### src/rtl/game_overseer.sv
// Game-rule engine: per-frame torpedo/target collision capture, launch strobes,
// IDLE/START/PLAY/WON/LOST FSM, end-of-game timer and saturating score.
// Optional attract mode via `define GAME_OVERSEER_AUTO_RESTART_EN.
module game_overseer #(
  parameter int unsigned N_TARGETS   = 4,
  parameter int unsigned SCORE_WIDTH = 8,
  parameter int unsigned TIMER_WIDTH = 24,
  parameter logic [TIMER_WIDTH-1:0] END_TIME = TIMER_WIDTH'(24'hf00000)
) (
  input  logic                   clk,
  input  logic                   reset,
  input  logic                   launch,
  input  logic                   frame_start,
  input  logic                   display_on,
  input  logic [N_TARGETS-1:0]   target_en,
  input  logic [N_TARGETS-1:0]   target_out,
  input  logic                   torpedo_en,
  input  logic                   torpedo_out,
  output logic [N_TARGETS-1:0]   target_write,
  output logic                   torpedo_write,
  output logic                   game_won,
  output logic                   timer_running,
  output logic [N_TARGETS-1:0]   hit_mask,
  output logic [SCORE_WIDTH-1:0] score
);

  localparam int unsigned POP_W = $clog2(N_TARGETS + 1);
  localparam int unsigned SUM_W = ((SCORE_WIDTH > POP_W) ? SCORE_WIDTH : POP_W) + 1;
  localparam logic [SCORE_WIDTH-1:0] SCORE_MAX = '1;

  typedef enum logic [2:0] {S_IDLE, S_START, S_PLAY, S_WON, S_LOST} state_t;

  state_t                 state, state_nxt;
  logic                   launch_q, frame_start_q;
  logic [N_TARGETS-1:0]   pending, pending_nxt, hit_mask_nxt, target_write_nxt;
  logic [TIMER_WIDTH-1:0] timer, timer_nxt;
  logic [SCORE_WIDTH-1:0] score_nxt;
  logic                   torpedo_write_nxt, game_won_nxt, timer_running_nxt;
  logic                   restart_q, restart_nxt;
  logic [N_TARGETS-1:0]   hit_term;
  logic [POP_W-1:0]       pop;
  logic [SUM_W-1:0]       sum;
  logic                   launch_rise;

  assign hit_term    = {N_TARGETS{display_on & torpedo_en}} & target_en;
  assign launch_rise = launch & ~launch_q;

  // Hit count of the latched frame and the unclamped new score.
  always_comb begin
    pop = '0;
    for (int unsigned i = 0; i < N_TARGETS; i++) pop = pop + POP_W'(hit_mask[i]);
    sum = SUM_W'(score) + SUM_W'(pop);
  end

  always_ff @(posedge clk or negedge reset) begin
    if (!reset) state <= S_IDLE;
    else        state <= state_nxt;
  end

  always_comb begin
    state_nxt         = state;
    pending_nxt       = frame_start ? hit_term : (pending | hit_term);
    hit_mask_nxt      = frame_start ? pending : hit_mask;
    timer_nxt         = timer;
    score_nxt         = score;
    target_write_nxt  = '0;
    torpedo_write_nxt = 1'b0;
    restart_nxt       = restart_q;
    case (state)
      S_IDLE: begin
`ifdef GAME_OVERSEER_AUTO_RESTART_EN
        if (launch_rise || restart_q) begin
`else
        if (launch_rise) begin
`endif
          state_nxt         = S_START;
          target_write_nxt  = '1;
          torpedo_write_nxt = 1'b1;
          restart_nxt       = 1'b0;
        end
      end
      S_START: begin
        pending_nxt  = '0;
        hit_mask_nxt = '0;
        state_nxt    = S_PLAY;
      end
      // Decide only on the cycle after frame_start, when hit_mask is fresh.
      S_PLAY: begin
        if (frame_start_q) begin
          if (|hit_mask) begin
            state_nxt = S_WON;
            timer_nxt = END_TIME;
            score_nxt = (sum > SUM_W'(SCORE_MAX)) ? SCORE_MAX : SCORE_WIDTH'(sum);
          end else if (torpedo_out) begin
            state_nxt = S_LOST;
            timer_nxt = END_TIME;
          end else begin
            target_write_nxt = target_out;
          end
        end
      end
      S_WON, S_LOST: begin
        if (timer <= TIMER_WIDTH'(1)) begin
          state_nxt   = S_IDLE;
          timer_nxt   = '0;
          restart_nxt = 1'b1;
        end else begin
          timer_nxt = timer - TIMER_WIDTH'(1);
        end
      end
      default: state_nxt = S_IDLE;
    endcase
    game_won_nxt      = (state_nxt == S_WON);
    timer_running_nxt = (timer_nxt != '0);
  end

  always_ff @(posedge clk or negedge reset) begin
    if (!reset) begin
      launch_q      <= 1'b0;
      frame_start_q <= 1'b0;
      pending       <= '0;
      hit_mask      <= '0;
      timer         <= '0;
      score         <= '0;
      target_write  <= '0;
      torpedo_write <= 1'b0;
      game_won      <= 1'b0;
      timer_running <= 1'b0;
      restart_q     <= 1'b0;
    end else begin
      launch_q      <= launch;
      frame_start_q <= frame_start;
      pending       <= pending_nxt;
      hit_mask      <= hit_mask_nxt;
      timer         <= timer_nxt;
      score         <= score_nxt;
      target_write  <= target_write_nxt;
      torpedo_write <= torpedo_write_nxt;
      game_won      <= game_won_nxt;
      timer_running <= timer_running_nxt;
      restart_q     <= restart_nxt;
    end
  end

endmodule

### config.mk
export PLATFORM = sky130hd
export DESIGN_NAME = game_overseer
export DESIGN_NICKNAME = d
export VERILOG_FILES = /design/src/rtl/game_overseer.sv
export SDC_FILE = /design/constraint.sdc
export NUM_CORES = 1
export LEC_CHECK = 0
export ABC_AREA = 1
export CAP_MARGIN = 20
export CORE_MARGIN = 4
export CORE_UTILIZATION = 57
export DETAILED_ROUTE_END_ITERATION = 16
export HOLD_SLACK_MARGIN = 0.08
export PLACE_DENSITY_LB_ADDON = 0.25
export SLEW_MARGIN = 10
export SYNTH_ARGS = -nofsm -noshare
export SYNTH_HDL_FRONTEND = slang
export SYNTH_SLANG_ARGS = --single-unit
### constraint.sdc
create_clock -name clk -period 3 [get_ports clk]
set_input_delay 0.6 -clock clk [delete_from_list [all_inputs] [get_ports clk]]
set_output_delay 0.6 -clock clk [all_outputs]
set_load 0.03 [all_outputs]
==> results.json, run 1 <==
{
  "r2r_start": "hit_mask[0]",
  "final.setup_skew_ps": 9.483,
  "rows": 26,
  "peakVddDrop_uv": 608.5,
  "cts_num_sinks": 52,
  "netlist_instances": 439,
  "post-cts-setup-buffer-count": 0,
  "tns_ps": 0,
  "regArea_sq_um": 1301,
  "worstSetupPathType": "register to register",
  "syn-num-nets": 461,
  "via_count": 2863,
  "r2r_end": "score[1]",
  "arrival_ps": 2980,
  "ys_types": 30,
  "grt.total_usage_pct": 23.88,
  "die_x_um": 81.64,
  "insertion_delay_ps": 310,
  "grt_pass1_vias": 2870,
  "post_dp_cell_area_sq_um": 3468,
  "grt_max_degree": 37,
  "grt_setup_unrepaired": "false",
  "syn-cell-area_sq_um": 3090,
  "hpwl_um": 5344,
  "cp-start-kind": "register",
  "cts_buffers": 5,
  "setup_violations": 0,
  "drtPass1Iterations": 5,
  "overflow": 0,
  "crit_path_end_kind": "register",
  "synth_area_leaders": "dfrtp_1 42%, nand2_1 14%, nor2_1 9.7%",
  "outcome": "completed",
  "cts_tree": "built",
  "ios": 34,
  "seq_area_frac_synth_pct": 42.11,
  "fillerInstances": 448,
  "ys_warn_count": 0,
  "rr_worst_depth": 11,
  "ys_ff_latch": 52,
  "portBuffers": 33,
  "htree_levels": 2,
  "clkSlewWorstSetupHoldPaths_ps": 100,
  "maxCapViolations": 0,
  "start_util_pct": 59.75,
  "relSlewSlack_pct": 67.49,
  "finalCriticalPeriod_ps": 2759,
  "drt_iter0_drc": 154,
  "syn_avg_cell_area_sq_um": 7.040,
  "synth.top_cell.area_share_pct": 42.11,
  "worstPathRequired_ps": 3220,
  "total_power_mw": 3.764,
  "power_density_nw_per_um2": 1051,
  "post-route-period-util_pct": 91.95,
  "drv_slew": 0,
  "fin_area_sq_um": 3580,
  "power_leakage_nw": 1.965,
  "drc": 0,
  "worstPathMaxFanout": 6,
  "area_delta_synth_final_pct": 15.83,
  "cts_buffer_depth": 2,
  "synth_top_area_cell": "dfrtp_1",
  "hp-class": "primary input to async pin",
  "fin_nets": 498,
  "cts_root_buf": "clkbuf_8",
  "drive_gt1_share_pct": 5.870,
  "ctsResizeCount": 0,
  "drt-total-wl_um": 7047,
  "diodes": 0,
  "core_sq_um": 5172,
  "max_clock_freq_mhz": 362.5,
  "gp_congestion": 0.8894,
  "final_util_pct": 69.21,
  "fin_hold_ws_ps": 203.8,
  "routedWlPerCell_um": 12.88,
  "ff2ff_setup_slack_ps": 240,
  "grt_antenna_before_repair": 0,
  "fp.dieH_um": 81.64,
  "holdBufCountCts": 0,
  "final_antenna_net_count": 0,
  "multi_input_area_sq_um": 1454,
  "grt_pass1_wl_um": 12480,
  "drt-vias-per-instance": 5.234,
  "worstMarginPinSlew_ps": 483.9,
  "die_area_sq_um": 6664,
  "finalHoldViolations": 0
}
## through the flow
step / cells / setup slack [ps]
2_1_floorplan: 439 / 403.1
3_3_place_gp: 539 / 417.4
3_5_place_dp: 539 / 266.3
4_1_cts: 547 / 258.3
5_1_grt: 547 / 27.02
6_report: 547 / 241.4
## layer usage
metal	vias up	wire, um	GRT usage, %	share of wire, %
met2	73	3597	42.02	51
met3	11	283	3.728	4.0
met5	-	0	0	0
li1	1439	-	-	-
met4	0	102	8.638	1.4
met1	1340	3064	29.65	43
## cells in the final DEF (no fill, tap or decap), types with 5 or more instances in the layout
cell,Yosys,layout
inv_2,6,6
inv_1,70,70
a21oi_1,7,7
nand3_1,40,40
nand2_1,117,117
nor2_1,80,80
nand4_1,7,7
o21ai_0,15,15
clkdlybuf4s50_1,0,32
dfrtp_1,52,52
nor2_2,6,6
clkbuf_8,0,5
## worst max-delay path: stages, from the launching register on
cell	delay, ps
dfrtp_1	420
fa_1	550
inv_1	50
fa_1	380
inv_1	80
fa_1	180
inv_1	50
nor3_1	430
nand4_1	140
nor2_1	120
nand2_1	140
o21ai_0	130
## area by class of cell
type	instances	area share, %
clock buffers	5	1.922
clock inverters	3	1.188
inverters	76	7.969
multi-input cells	306	40.62
flip-flops and latches	52	36.35
well taps	70	2.447
repair buffers	35	9.507
## Yosys cell counts (all sizes together)
master,number
inv,76
nand3,41
ha,4
o21bai,2
a21oi,7
nor2,86
buf,5
nand2,120
nor4,1
a31oi,4
mux2i,1
xor2,2
and2,1
a32oi,4
o21ai,15
xnor2,2
o22ai,1
and3,1
dfrtp,52
o31ai,1
nand4,7
fa,3
nor3,3
## report_power, final
part | internal, mW | switching (mW)
Clock | 0.247 | 0.240
Combinational | 0.720 | 1.44
Sequential | 0.908 | 0.210
## state kept, by name, indices dropped and copies added (netlist names)
name           flops
timer             24
score              8
hit_mask           4
pending            4
target_write       4
state              3
frame_start_q      1
game_won           1
launch_q           1
timer_running      1
torpedo_write      1
## worst max path at each step
stage	slack, ps	endpoint	cells past startpoint	startpoint
global route	30	score[1]	11	hit_mask[0]
global placement	420	score[5]	11	hit_mask[0]
floorplan	400	score[5]	11	hit_mask[0]
detailed placement	270	score[1]	11	hit_mask[0]
finish	240	score[1]	11	hit_mask[0]
CTS	260	score[1]	11	hit_mask[0]
## cells by family after synthesis
family | Yosys count | share of synthesized area, %
xor+xnor | 4 | 1.134
mux | 1 | 0.3239
flops | 52 | 42.11
compound gates | 34 | 6.437
simple gates | 260 | 35.59
buf+inv | 81 | 10.85
fa+ha+maj | 7 | 3.563
(Power assumes the default switching activity.)
==> run 2: changes to the inputs <==
--- a/config.mk
+++ b/config.mk
@@ -8,8 +8,9 @@
 export ABC_AREA = 1
 export CAP_MARGIN = 20
 export CORE_MARGIN = 4
-export CORE_UTILIZATION = 57
+export CORE_UTILIZATION = 60
 export DETAILED_ROUTE_END_ITERATION = 16
+export DONT_BUFFER_PORTS = 1
 export HOLD_SLACK_MARGIN = 0.08
 export PLACE_DENSITY_LB_ADDON = 0.25
 export SLEW_MARGIN = 10
==> constraint.sdc (replaced) <==
create_clock -name clk -period 2.6 [get_ports clk]
set_input_delay 0.52 -clock clk [delete_from_list [all_inputs] [get_ports clk]]
set_output_delay 0.52 -clock clk [all_outputs]
set_load 0.03 [all_outputs]
==> results.json, run 2 (synthesis gave the netlist of run 1 again) <==
{
  "via_count": 2761,
  "portBuffers": 0,
  "hp-class": "primary input to register",
  "worstPathRequired_ps": 2850,
  "htree_levels": 2,
  "largest_register_ffs": 24,
  "grt_use_met2_pct": 39.98,
  "grt_util_met1_pct": 29.29,
  "critPathMaxStageDelay_ps": 540,
  "drtPass1Iterations": 5,
  "grt_pass1_vias": 2644,
  "drv_slew": 0,
  "ios": 34,
  "drc": 0,
  "insertion_delay_ps": 300,
  "cp_slowest_cell": "fa_1",
  "drt-total-wl_um": 6695,
  "area_delta_synth_final_pct": 9.474,
  "finalHoldViolations": 0,
  "final.setup_skew_ps": 4.289,
  "total_power_mw": 4.296,
  "diodes": 0,
  "arrival_ps": 2730,
  "max_clock_freq_mhz": 403.3,
  "gp_congestion": 0.9451,
  "final_cell_mix": "116 x nand2_1, 80 x nor2_1, 68 x inv_1",
  "drt-vias-per-instance": 5.310,
  "die_x_um": 79.77,
  "post_dp_cell_area_sq_um": 3177,
  "final_common_cell": "nand2_1",
  "grt_max_degree": 53,
  "maxCapViolations": 0,
  "cp-start-kind": "register",
  "outcome": "completed",
  "core_sq_um": 4848,
  "hpwl_um": 4898,
  "regMostFlops": "timer",
  "grt_pass1_wl_um": 11670,
  "use_met3_pct": 4.966,
  "fillerInstances": 410,
  "cts_buffer_depth": 2,
  "clkSlewWorstSetupHoldPaths_ps": 100,
  "fin_area_sq_um": 3383,
  "worstPathMaxFanout": 6,
  "worstSetupPathDepth": 12,
  "start_util_pct": 63.74,
  "crit_chain": "fa_1 -> inv_1 -> fa_2 -> inv_2 -> fa_2 -> inv_2 -> nor3_2 -> buf_4 -> nand4_1 -> nor2_1 -> nand2_2 -> nand3_2",
  "grt.total_usage_pct": 22.93,
  "peakVddDrop_uv": 757.1,
  "reg_top3": "timer: 24 flops, score: 8 flops",
  "cts_root_buf": "clkbuf_8",
  "drive_gt1_share_pct": 10.38,
  "cts_tree": "built",
  "grt_setup_unrepaired": "true",
  "final_antenna_net_count": 0,
  "routedWlPerCell_um": 12.88,
  "relSlewSlack_pct": 71.43,
  "crit_path_end_kind": "register",
  "setup_violations": 0,
  "post-route-period-util_pct": 95.38,
  "worstMarginPinSlew_ps": 428.6,
  "fin_nets": 474,
  "finalCriticalPeriod_ps": 2480,
  "holdPathStages": 0,
  "top_usage_layer": "met2",
  "cts_buffers": 5,
  "drt_iter0_drc": 143,
  "overflow": 0,
  "power_density_nw_per_um2": 1270,
  "cts_num_sinks": 52,
  "grt_antenna_before_repair": 0,
  "rows": 25,
  "worstSetupPathType": "register to register",
  "rr_worst_depth": 12,
  "path_buf_inv": 4,
  "cp_top_family": "adder cells",
  "power_leakage_nw": 1.924,
  "fp.dieH_um": 79.77,
  "die_area_sq_um": 6363
}
run 2: cell count changes in the layout (fill, tap and decap cells not counted), sizes merged:
cell,before,now
clkdlybuf4s50,32,0
buf,3,10
clkinvlp,1,0
dlygate4sd3,0,1
inv,76,77
run 2: layout make-up:
cell class	count	area [sq um]	share of cell area (%)
clock buffers	5	68.82	2.034
flip-flops and latches	52	1301	38.46
repair buffers	11	105.1	3.107
clock inverters	3	46.29	1.368
well taps	67	83.83	2.478
inverters	76	285.3	8.432
multi-input cells	306	1493	44.12
run 2: worst paths after layout:
kind | startpoint | endpoint | slack [ps]
worst max-delay path | hit_mask[0] | score[2] | 120
worst min-delay path | launch | launch_q | 230
worst max register to register | hit_mask[0] | score[2] | 120
worst min register to register | launch_q | torpedo_write | 430
max in group asynchronous | reset | timer[20] | 1660
min in group asynchronous | reset | timer[10] | 730
run 2: worst reg2reg max path: cells and delay by family, from the launching register on:
| family | cells | cell delay (ps) |
|---|---|---|
| adders and majority gates | 3 | 1110 |
| buffers and inverters | 4 | 320 |
| DFF | 1 | 420 |
| and+or+nand+nor | 5 | 570 |
run 2: what timing repair did:
item	4_1_cts	5_1_grt
endpoints found under the setup margin	0	8
setup buffers	0	2
hold buffers	2	0
gates resized for setup	0	15
endpoints found under the hold margin	52	0
run 2: layer usage:
layer	part of all wire [%]	vias to the layer above
met5	0	-
met4	0.93	0
met3	4.9	7
met2	50	61
met1	45	1303
li1	-	1390
run 2: stage by stage:
step / hold WS [ps] / cells / util [%] / setup slack (ps) / setup TNS [ps]
floorplan: 224.4 / 439 / - / 3.134 / 0
global placement: 226.1 / 508 / 65.52 / 157.7 / 0
detailed placement: 226.3 / 508 / 65.52 / 77.01 / 0
CTS: 227.8 / 518 / 68.67 / 65.84 / 0
global route: 205.2 / 520 / 69.78 / -49.99 / -243.4
finish: 232.9 / 520 / 69.78 / 120.2 / 0
run 2: report_power, final:
group	switching, mW	internal (mW)	total [mW]
sequential	0.357	1.05	1.40
combinational	1.55	0.769	2.32
clock	0.281	0.292	0.573
==> run 3: changes to the inputs <==
--- a/config.mk
+++ b/config.mk
@@ -8,9 +8,8 @@
 export ABC_AREA = 1
 export CAP_MARGIN = 20
 export CORE_MARGIN = 4
-export CORE_UTILIZATION = 60
+export CORE_UTILIZATION = 57
 export DETAILED_ROUTE_END_ITERATION = 16
-export DONT_BUFFER_PORTS = 1
 export HOLD_SLACK_MARGIN = 0.08
 export PLACE_DENSITY_LB_ADDON = 0.25
 export SLEW_MARGIN = 10
==> results.json, run 3 (synthesis gave the netlist of run 1 again) <==
{
  "outcome": "completed",
  "grt_max_degree": 53,
  "diodes": 0,
  "cp-start-kind": "register",
  "routedWlPerCell_um": 12.46,
  "reg_top3": "timer: 24 flops, score: 8 flops",
  "worstSetupPathType": "register to register",
  "worstPathMaxFanout": 6,
  "ios": 34,
  "largest_register_ffs": 24,
  "cts_tree": "built",
  "core_sq_um": 5172,
  "final.setup_skew_ps": 9.065,
  "die_area_sq_um": 6664,
  "power_leakage_nw": 1.964,
  "gp_congestion": 0.8884,
  "final_cell_mix": "116 x nand2_1, 80 x nor2_1, 69 x inv_1",
  "final_common_cell": "nand2_1",
  "maxCapViolations": 0,
  "drtPass1Iterations": 4,
  "finalHoldViolations": 0,
  "drt-vias-per-instance": 5.197,
  "rows": 26,
  "post-route-period-util_pct": 91.64,
  "fin_nets": 500,
  "htree_levels": 2,
  "finalCriticalPeriod_ps": 2383,
  "setup_violations": 0,
  "die_x_um": 81.64,
  "clkSlewWorstSetupHoldPaths_ps": 90,
  "drt_iter0_drc": 132,
  "overflow": 0,
  "post-cts-setup-buffer-count": 0,
  "hpwl_um": 5113,
  "grt_pass1_vias": 2797,
  "regArea_sq_um": 1301,
  "area_delta_synth_final_pct": 16.03,
  "crit_path_end_kind": "register",
  "peakVddDrop_uv": 650.3,
  "post_dp_cell_area_sq_um": 3483,
  "regMostFlops": "timer",
  "fillerInstances": 437,
  "portBuffers": 33,
  "fin_hold_ws_ps": 325.0,
  "hp-class": "primary input to async pin",
  "worstMarginPinSlew_ps": 659.4,
  "fp.dieH_um": 81.64,
  "worstPathRequired_ps": 2830,
  "cts_num_sinks": 52,
  "insertion_delay_ps": 300,
  "drc": 0,
  "final_antenna_net_count": 0,
  "relSlewSlack_pct": 56.04,
  "grt_antenna_before_repair": 0,
  "cts_buffer_depth": 2,
  "drv_slew": 0,
  "cts_root_buf": "clkbuf_8",
  "fin_area_sq_um": 3586,
  "tns_ps": 0,
  "via_count": 2853,
  "drt-total-wl_um": 6841,
  "start_util_pct": 59.75,
  "max_clock_freq_mhz": 419.7,
  "arrival_ps": 2610,
  "power_density_nw_per_um2": 1192,
  "grt_pass1_wl_um": 11610,
  "grt.total_usage_pct": 22.62,
  "multi_input_area_sq_um": 1466,
  "drive_gt1_share_pct": 6.889,
  "cts_buffers": 5
}
[run 3: cell types whose count changed in the layout (fill, tap and decap cells not counted), sizes merged]
| cell | before | now |
|---|---|---|
| clkdlybuf4s50 | 0 | 32 |
| clkbuf | 5 | 8 |
| buf | 10 | 5 |
| bufinv | 1 | 0 |
| dlygate4sd3 | 1 | 0 |
| clkinv | 1 | 0 |
| inv | 77 | 76 |
[run 3: metal layers]
metal	share of wire [%]	vias to the layer above	track usage, %
li1	-	1438	-
met1	45	1340	26.49
met2	50	62	40.64
met3	3.7	13	4.496
met4	1.7	0	8.804
met5	0	-	0
[run 3: power breakdown]
part / total (mW) / switching (mW) / internal [mW] / leakage, nW
logic: 2.51 / 1.65 / 0.854 / 1.24
registers: 1.29 / 0.244 / 1.05 / 0.676
clock network: 0.474 / 0.257 / 0.218 / 0.0455
total: 4.28 / 2.16 / 2.12 / 1.96
[run 3: final cells by class]
cell class	count	area share [%]
well taps	70	2.442
flip-flops and latches	52	36.29
repair buffers	37	9.909
multi-input cells	306	40.89
inverters	76	7.955
clock buffers	8	2.512
[run 3: final timing paths]
| kind | start | cells after the start | to | slack (ps) |
|---|---|---|---|---|
| min in group clk | launch_q | 1 | torpedo_write | 430 |
| max in group asynchronous | reset | 2 | timer[12] | 1830 |
| worst min register to register | launch_q | 1 | torpedo_write | 430 |
| worst max register to register | hit_mask[0] | 11 | score[1] | 220 |
| worst min-delay path | reset | 2 | timer[5] | 320 |
| worst max-delay path | hit_mask[0] | 11 | score[1] | 220 |
[run 3: stage by stage]
step / power (mW) / std cells / setup WS (ps) / util (%)
2_1_floorplan: 3.153 / 439 / 3.134 / -
3_3_place_gp: 3.694 / 541 / 139.6 / 67.34
3_5_place_dp: 3.772 / 541 / 11.88 / 67.34
4_1_cts: 4.248 / 549 / 9.684 / 69.09
5_1_grt: 4.694 / 549 / -3.122 / 69.33
6_report: 4.275 / 549 / 217.3 / 69.33
[run 3: worst max-delay path, cell delays in order (launching register included)]
cell,delay [ps]
dfrtp_1,420
fa_1,540
inv_1,50
fa_2,340
inv_2,60
fa_2,190
inv_1,60
nor3_2,160
nand4_1,100
nor2_1,140
nand2_2,120
o21ai_1,110
[run 3: what timing repair did]
| action | 4_1_cts | 5_1_grt |
|---|---|---|
| resized for setup | 0 | 7 |
| hold buffers | 0 | 0 |
| setup endpoints to repair | 0 | 8 |
